## src/rtl/mips_fetch_pkg.sv

```systemverilog
// Shared fetch-path constants: FSM state encoding, PC step, halt opcode, counter width.
package mips_fetch_pkg;
  localparam logic [1:0] ST_BOOT = 2'd0;
  localparam logic [1:0] ST_RUN  = 2'd1;
  localparam logic [1:0] ST_HALT = 2'd2;

  localparam int          PC_STEP        = 4;
  localparam logic [31:0] DEF_HALT_INSTR = 32'hFFFF_FFFF;
  localparam int          FETCH_CNT_W    = 16;
endpackage

```

## src/rtl/fetch_pc_sel.sv

```systemverilog
// Next fetch-address mux (reset/boot/redirect/stall/halt/increment); purely combinational, 0 cycles.
// Backpressure: stall or an accepted halt word re-presents pc_f so the ROM output stays put.
module fetch_pc_sel
  import mips_fetch_pkg::*;
#(
  parameter int                    ADDR_WIDTH = 10,
  parameter logic [ADDR_WIDTH-1:0] RESET_PC   = '0
) (
  input  logic                  reset,
  input  logic [1:0]            state,
  input  logic [ADDR_WIDTH-1:0] pc_f,
  input  logic                  stall,
  input  logic                  redirect_valid,
  input  logic [ADDR_WIDTH-1:0] redirect_target,
  input  logic                  halt_hit,
  output logic [ADDR_WIDTH-1:0] next_pc
);
  localparam logic [ADDR_WIDTH-1:0] STEP       = ADDR_WIDTH'(PC_STEP);
  localparam logic [ADDR_WIDTH-1:0] ALIGN_MASK = ~ADDR_WIDTH'(3);

  // Increment relies on natural truncation for the modulo 2^ADDR_WIDTH wrap.
  always_comb begin
    next_pc = pc_f;
    if (reset || state == ST_BOOT) begin
      next_pc = RESET_PC;
    end else if (state == ST_RUN) begin
      if (redirect_valid)
        next_pc = redirect_target & ALIGN_MASK;
      else if (stall || halt_hit)
        next_pc = pc_f;
      else
        next_pc = pc_f + STEP;
    end
  end
endmodule

```

## src/rtl/instr_fetch_unit.sv

```systemverilog
// PC/fetch sequencer in front of a sync-read ROM; one boot bubble after reset, then zero-bubble fetch.
// Backpressure: stall holds if_pc/if_instr steady; redirect squashes the current word and wins over stall.
module instr_fetch_unit
  import mips_fetch_pkg::*;
#(
  parameter int                    ADDR_WIDTH = 10,
  parameter int                    DATA_WIDTH = 32,
  parameter logic [ADDR_WIDTH-1:0] RESET_PC   = '0,
  parameter logic [DATA_WIDTH-1:0] HALT_INSTR = DEF_HALT_INSTR
) (
  input  logic                   clock,
  input  logic                   reset,
  input  logic                   stall,
  input  logic                   redirect_valid,
  input  logic [ADDR_WIDTH-1:0]  redirect_target,
  output logic [ADDR_WIDTH-1:0]  imem_address,
  input  logic [DATA_WIDTH-1:0]  imem_q,
  output logic                   if_valid,
  output logic [ADDR_WIDTH-1:0]  if_pc,
  output logic [DATA_WIDTH-1:0]  if_instr,
  output logic                   halted,
  output logic                   misalign_err,
  output logic [FETCH_CNT_W-1:0] fetch_count
);
  logic [1:0]            state;
  logic [ADDR_WIDTH-1:0] pc_f;
  logic                  accept;
  logic                  halt_hit;

  // Outputs are gated by reset so the register contents are invisible while reset is held.
  assign if_valid = (state == ST_RUN) && !reset && !redirect_valid;
  assign halted   = (state == ST_HALT) && !reset;
  assign if_pc    = pc_f;
  assign if_instr = imem_q;
  assign accept   = if_valid && !stall;
  assign halt_hit = accept && (imem_q == HALT_INSTR);

  fetch_pc_sel #(
    .ADDR_WIDTH (ADDR_WIDTH),
    .RESET_PC   (RESET_PC)
  ) u_pc_sel (
    .reset           (reset),
    .state           (state),
    .pc_f            (pc_f),
    .stall           (stall),
    .redirect_valid  (redirect_valid),
    .redirect_target (redirect_target),
    .halt_hit        (halt_hit),
    .next_pc         (imem_address)
  );

  always_ff @(posedge clock) begin
    if (reset) begin
      state        <= ST_BOOT;
      pc_f         <= RESET_PC;
      fetch_count  <= '0;
      misalign_err <= 1'b0;
    end else begin
      case (state)
        ST_BOOT: state <= ST_RUN;
        ST_RUN:  if (halt_hit) state <= ST_HALT;
        ST_HALT: state <= ST_HALT;
        default: state <= ST_BOOT;
      endcase
      // pc_f tracks the address the ROM just registered, so q always pairs with pc_f.
      pc_f <= imem_address;
      if (accept)
        fetch_count <= fetch_count + 1'b1;
      misalign_err <= redirect_valid && (redirect_target[1:0] != 2'b00) && (state == ST_RUN);
    end
  end
endmodule

```

## config.mk

```make
export PLATFORM = sky130hd
export DESIGN_NAME = instr_fetch_unit
export DESIGN_NICKNAME = d
export VERILOG_FILES = /design/src/rtl/mips_fetch_pkg.sv /design/src/rtl/fetch_pc_sel.sv /design/src/rtl/instr_fetch_unit.sv
export SDC_FILE = /design/constraint.sdc
export NUM_CORES = 1
export LEC_CHECK = 0
export CAP_MARGIN = 20
export CORE_ASPECT_RATIO = 0.5
export CORE_MARGIN = 2
export CORE_UTILIZATION = 38
export DETAILED_ROUTE_END_ITERATION = 6
export GPL_TIMING_DRIVEN = 1
export HOLD_SLACK_MARGIN = 0.15
export PLACE_DENSITY = 0.81
export SLEW_MARGIN = 20
export SYNTH_ARGS = -nofsm -noshare
export SYNTH_HDL_FRONTEND = slang
export SYNTH_HIERARCHICAL = 1
export SYNTH_SLANG_ARGS = --single-unit
```

## constraint.sdc

```tcl
create_clock -name clock -period 3.6 [get_ports clock]
set_input_delay 0.72 -clock clock [delete_from_list [all_inputs] [get_ports clock]]
set_output_delay 0.72 -clock clock [all_outputs]
set_load 0.01 [all_outputs]
```

==> results.json, run 1 <==
{
  "switchingPower_mw": 0.365,
  "synth_top_cell_area_share_pct": 28.9,
  "p_per_area_nw_per_um2": 348,
  "numCtsBuffers": 5,
  "drive_gt1_share_pct": 15.7,
  "synth_nets": 299,
  "required_ns": 2.88,
  "cap_violations": 0,
  "cts_hold_buf": 0,
  "r2r-start": "state[1]",
  "coreArea_sq_um": 5000,
  "synth_cell_types": 48,
  "cp-end-kind": "output pin",
  "worst_setup_path_start_kind": "input pin",
  "ys_ff_latch": 29,
  "worst-path-max-fanout": 5,
  "diodes": 0,
  "netlist_instances": 248,
  "fp-row-count": 18,
  "nets": 406,
  "dieArea_sq_um": 5910,
  "drcViolationCount": 0,
  "fin_hold_ws_ns": 0.495,
  "finalCritPeriodShare_pct": 98.7,
  "final_common_cell": "clkdlybuf4s50_1",
  "die_w_um": 107,
  "cts_sinks": 29,
  "synth-compound-area-share_pct": 14.5,
  "grt_max_degree": 51,
  "firstDrtPassIters": 4,
  "clockBufferDepth": 2,
  "nFillCells": 431,
  "clk_latency_ns": 0.29,
  "grt_pass1_wl_um": 9670,
  "initial_utilization_pct": 40.1,
  "synth-xor-area-share_pct": 4.80,
  "slew_violations": 0,
  "r2r_slack_ns": 1.13,
  "crit_end": "imem_address[9]",
  "cts_max_level": 2,
  "startpoint": "imem_q[19]",
  "status": "complete, no violations",
  "p_int_mw": 0.793,
  "die_y_um": 55.4,
  "netlist_area_sq_um": 2010,
  "numPortBuffers": 116,
  "synth_edf_count": 0,
  "arrival_ns": 2.83,
  "vias": 2120,
  "drtIter0Drc": 119,
  "clk_pin_slew_worst_paths_ns": 0.07,
  "synthSimpleGateAreaFrac_pct": 33.2,
  "swShare_pct": 31.5,
  "fin_crit_ns": 3.55,
  "grt_pass1_vias": 2073,
  "synth_fa_ha_area_share_pct": 3.12,
  "min_path_type": "flip-flop to flip-flop",
  "dpl.hpwl_um": 4580,
  "viasPerCell": 4.98,
  "cpPeakStageDelay_ns": 0.49,
  "drt_wl_total_um": 6090,
  "syn_to_final_growth_pct": 65.9,
  "synth_area_leaders": "dfxtp_1 (29%), buf_4 (12%), o21ai_0 (4.2%)",
  "root_buffer": "clkbuf_8",
  "peakVddDrop_mv": 0.181,
  "relSlewSlack_pct": 65.6,
  "setup_viol": 0,
  "synth_area_per_cell_sq_um": 8.09,
  "io_pins": 117,
  "ys.flop_type": "dfxtp_1",
  "p_leak_nw": 1.27,
  "globalplace.congestion": 0.819,
  "r2r_cells": 6,
  "seqPwrFrac_pct": 31.5,
  "r2r-end": "fetch_count[15]",
  "clkPwrFrac_pct": 31.2,
  "skew_ns": 0.00762,
  "hold_depth": 2,
  "layout_common_cells": "clkdlybuf4s50_1 (99), dfxtp_1 (29), buf_4 (24), nand2_1 (20), nor2_1 (18)",
  "yosys_warnings": 6,
  "synth_top_family_by_area": "simple AND/OR/NAND/NOR gates",
  "seq_area_frac_synth_pct": 28.9,
  "worstPathCellList": "clkdlybuf4s50_1 > nand4_1 > nor4_2 > buf_4 > and3_4 > nand4bb_4 > nor3_2 > xnor2_1 > a221oi_2 > buf_2",
  "combPwrFrac_pct": 37.3,
  "hold_viol_final": 0,
  "worst_pin_slew_ns": 0.516,
  "wl_per_cell_um": 14.3,
  "worstSetupPathType": "input pin to output pin",
  "grt-ovfl-total": 0,
  "antenna_found_initial": 0,
  "fmax_ghz": 0.281,
  "grt_util_all_layers_pct": 20.2,
  "synthMuxAreaShare_pct": 0,
  "cp_slowest_cell": "clkdlybuf4s50_1",
  "cts_tree": "yes",
  "synth_top_area_cell": "dfxtp_1",
  "finalPower_mw": 1.16,
  "async_flop_share_pct": 0,
  "final_antenna_net_count": 0
}
-- cells by family after synthesis --
| logic type | count (synthesis) |
|---|---|
| XOR/XNOR | 11 |
| AND/OR/NAND/NOR | 110 |
| adder cells (fa/ha/maj) | 5 |
| AO/OA/AOI/OAI | 45 |
| flip-flops | 29 |
| buffers and inverters | 48 |
-- power groups by stage --
stage	registers [mW]	clock network (mW)	logic [mW]
final	0.365	0.361	0.432
after global routing	0.368	0.382	0.468
after CTS	0.365	0.367	0.418
after detailed placement	0.371	0	0.425
after global placement	0.370	0	0.418
after floorplan	0.384	0	0.216
-- per-layer routing --
| metal | up-vias | global-route usage, % | routed length [um] |
|---|---|---|---|
| met5 | - | 0 | 0 |
| met4 | 0 | 9.46 | 148 |
| met3 | 15 | 4.49 | 254 |
| met2 | 53 | 35.2 | 3160 |
| met1 | 985 | 23.6 | 2530 |
| li1 | 1067 | - | - |
-- timing repair --
action                                  4_1_cts  5_1_grt
buffers inserted                              0        2
pin swaps                                     3       10
gates resized for setup                      19       20
endpoints found under the setup margin        8        8
-- worst min path at each step --
stage                   start             end
2_1_floorplan  fetch_count[1]  fetch_count[1]
3_3_place_gp   fetch_count[1]  fetch_count[1]
3_5_place_dp   fetch_count[1]  fetch_count[1]
4_1_cts        fetch_count[1]  fetch_count[1]
5_1_grt        fetch_count[1]  fetch_count[1]
6_report       fetch_count[1]  fetch_count[1]
-- cell usage after synthesis (2+ instances only) --
master,count
o32ai_1,2
ha_1,5
o21a_1,3
or2b_1,2
xor2_1,3
a21oi_1,11
nor3_2,2
clkbuf_1,4
nor3_1,4
nor2_1,18
a211oi_1,3
nor4_1,7
dfxtp_1,29
buf_4,32
and2_1,2
buf_2,2
o21ai_0,17
nor2b_1,13
nand2_1,20
nand4_1,12
or4_4,2
xnor2_1,8
nand3b_1,3
nand2b_1,3
and4_1,2
inv_1,7
or3_1,6
o211ai_1,2
nand3_1,5
-- sequential cells by signal, indices dropped and copies added, names as in the netlist --
name,count
state,2
misalign_err,1
if_pc,10
fetch_count,16
-- layout make-up --
type | instances | area (sq um) | area share (%)
Clock buffer | 6 | 82.6 | 2.48
Clock inverter | 2 | 37.5 | 1.13
Inverter | 8 | 30.0 | 0.902
Multi-Input combinational cell | 171 | 1170 | 35.1
Sequential cell | 29 | 581 | 17.4
Tap cell | 70 | 87.6 | 2.63
Timing Repair Buffer | 140 | 1340 | 40.3
-- through the flow --
step | std cells | utilization, % | instance area [sq um] | worst slack [ns] | setup TNS (ns)
2_1_floorplan | 248 | - | 2010 | 0.521 | 0
3_3_place_gp | 416 | 62.8 | 3140 | -0.471 | -3.12
3_5_place_dp | 416 | 62.8 | 3140 | -0.476 | -3.01
4_1_cts | 424 | 65.1 | 3260 | 0.00300 | 0
5_1_grt | 426 | 66.6 | 3330 | -0.0669 | -0.214
6_report | 426 | 66.6 | 3330 | 0.0472 | 0
-- worst max-delay path, delay by kind of cell --
family | cells | cell delay [ns]
buffers and inverters | 3 | 0.83
AO/OA/AOI/OAI | 1 | 0.24
AND/OR/NAND/NOR | 5 | 0.90
XOR/XNOR | 1 | 0.14
No activity file was read; power rests on OpenSTA's default activity.
==> inputs of run 2 (changes only) <==
--- a/config.mk
+++ b/config.mk
@@ -5,14 +5,13 @@
 export SDC_FILE = /design/constraint.sdc
 export NUM_CORES = 1
 export LEC_CHECK = 0
-export CAP_MARGIN = 20
 export CORE_ASPECT_RATIO = 0.5
 export CORE_MARGIN = 2
 export CORE_UTILIZATION = 38
 export DETAILED_ROUTE_END_ITERATION = 6
 export GPL_TIMING_DRIVEN = 1
 export HOLD_SLACK_MARGIN = 0.15
-export PLACE_DENSITY = 0.81
+export PLACE_DENSITY = 0.92
 export SLEW_MARGIN = 20
 export SYNTH_ARGS = -nofsm -noshare
 export SYNTH_HDL_FRONTEND = slang
==> run 2 against run 1 <==
  * First-iteration DRC count increased by 5.9%
  * Worst setup slack improved by 0.054 ns
  * Global-route usage rose by 0.73 points
==> results.json, run 2 (same netlist as run 1, synthesis figures left out) <==
{
  "p_per_area_nw_per_um2": 326,
  "die_w_um": 107,
  "final_util_pct": 64.8,
  "clk_pin_slew_worst_paths_ns": 0.07,
  "fmax_ghz": 0.286,
  "crit_buf_inv": 2,
  "syn_to_final_growth_pct": 61.4,
  "p_leak_nw": 1.23,
  "nets": 399,
  "switchingPower_mw": 0.363,
  "largest_reg_flops": 16,
  "required_ns": 2.88,
  "io_pins": 117,
  "grt-ovfl-total": 0,
  "clkPwrFrac_pct": 24.9,
  "coreArea_sq_um": 5000,
  "grt_pass1_wl_um": 10200,
  "worst-path-max-fanout": 4,
  "hold_viol_final": 0,
  "slew_violations": 0,
  "fin_crit_ns": 3.50,
  "cts_sinks": 29,
  "crit_path_frequent_cell": "nor4_2",
  "globalplace.congestion": 0.869,
  "cts_max_level": 2,
  "grt_util_all_layers_pct": 20.9,
  "worstPathCellList": "clkdlybuf4s50_1 > nand4_1 > nor4_2 > and3_4 > nor2_4 > nand4_4 > nor4_2 > a2111oi_2 > buf_2",
  "cpPeakStageDelay_ns": 0.49,
  "worst_pin_slew_ns": 0.503,
  "die_y_um": 55.4,
  "r2r_cells": 6,
  "fp-row-count": 18,
  "min_path_type": "flip-flop to flip-flop",
  "nFillCells": 390,
  "peakVddDrop_mv": 0.138,
  "drt_wl_total_um": 6360,
  "cts_tree": "yes",
  "drive_gt1_share_pct": 14.0,
  "root_buffer": "clkbuf_8",
  "clk_latency_ns": 0.28,
  "layout_common_cells": "clkdlybuf4s50_1 (100), dfxtp_1 (29), nand2_1 (20), nor2_1 (18)",
  "combPwrFrac_pct": 40.3,
  "grt_pass1_vias": 2208,
  "r2r-start": "state[1]",
  "antenna_found_initial": 0,
  "initial_utilization_pct": 40.1,
  "dpl.hpwl_um": 4680,
  "top_register": "fetch_count",
  "cp_num_cells": 9,
  "worstSetupPathType": "input pin to output pin",
  "post-cts-setup-buffers": 0,
  "cp_top_family": "simple AND/OR/NAND/NOR gates",
  "swShare_pct": 34.4,
  "crit_end": "imem_address[6]",
  "diodes": 0,
  "cap_violations": 0,
  "startpoint": "imem_q[12]",
  "vias": 2229,
  "wl_per_cell_um": 15.2,
  "r2r-end": "fetch_count[15]",
  "seqPwrFrac_pct": 34.7,
  "relSlewSlack_pct": 66.4,
  "dieArea_sq_um": 5910,
  "firstDrtPassIters": 4,
  "finalCritPeriodShare_pct": 97.2,
  "cp-end-kind": "output pin",
  "setup_tns_ns": 0,
  "skew_ns": 0.00659,
  "min_from": "fetch_count[1]",
  "p_int_mw": 0.692,
  "final_common_cell": "clkdlybuf4s50_1",
  "numPortBuffers": 116,
  "worst_setup_path_start_kind": "input pin",
  "numCtsBuffers": 5,
  "viasPerCell": 5.32,
  "status": "complete, no violations",
  "drcViolationCount": 0,
  "cp_slowest_cell": "clkdlybuf4s50_1",
  "grt_max_degree": 51,
  "clockBufferDepth": 2,
  "arrival_ns": 2.78,
  "final_antenna_net_count": 0,
  "setup_viol": 0,
  "drtIter0Drc": 126,
  "r2r_slack_ns": 1.12
}
[run 2: worst min-delay path by stage]
| stage | slack [ns] | to | cells after the start |
|---|---|---|---|
| after floorplan | 0.51 | fetch_count[1] | 2 |
| after global placement | 0.49 | fetch_count[1] | 2 |
| after detailed placement | 0.49 | fetch_count[1] | 2 |
| after CTS | 0.50 | fetch_count[1] | 2 |
| after global routing | 0.55 | fetch_count[1] | 2 |
| final | 0.51 | fetch_count[1] | 2 |
[run 2: repair_timing]
item / in CTS / in global routing
pin swaps: 2 / 10
gates resized for setup: 19 / 20
hold buffers: 0 / 0
setup endpoints to repair: 8 / 8
[run 2: through the flow]
step	area (sq um)	total power [mW]	instances	hold slack, ns	worst slack, ns
floorplan	2010	0.600	248	0.508	0.521
global placement	3100	0.777	411	0.487	-0.469
detailed placement	3100	0.795	411	0.495	-0.629
CTS	3210	1.05	419	0.504	0.00320
global route	3240	1.11	419	0.545	-0.00753
finish	3240	1.05	419	0.508	0.101
[run 2: final cells by class]
class | instances | area, sq um | share of cell area, %
clock buffer | 6 | 72.6 | 2.24
clock inverter | 2 | 10.0 | 0.309
inverter | 8 | 30.0 | 0.927
multi-input combinational | 171 | 1170 | 36.2
sequential | 29 | 581 | 17.9
tap | 70 | 87.6 | 2.70
timing repair buffer | 133 | 1290 | 39.7
[run 2: worst register-to-register path, stage by stage (launching register included)]
cell and delay, ns:
dfxtp_1 0.31, inv_1 0.08, ha_1 0.29, or4b_4 0.58
or4_4 0.61, or4_1 0.49, nand2_1 0.08
[run 2: layer usage]
metal / global-route usage [%] / up-vias / wire length [um]
met5: 0 / - / 0
met4: 7.24 / 0 / 65
met3: 3.31 / 8 / 351
met2: 38.6 / 95 / 3380
met1: 24.6 / 1074 / 2560
li1: - / 1052 / -
[run 2: power groups by stage]
stage	clock (mW)	combinational [mW]	sequential, mW
finish	0.263	0.425	0.366
global route	0.281	0.456	0.369
CTS	0.266	0.420	0.365
detailed placement	0	0.423	0.372
global placement	0	0.407	0.370
floorplan	0	0.216	0.384
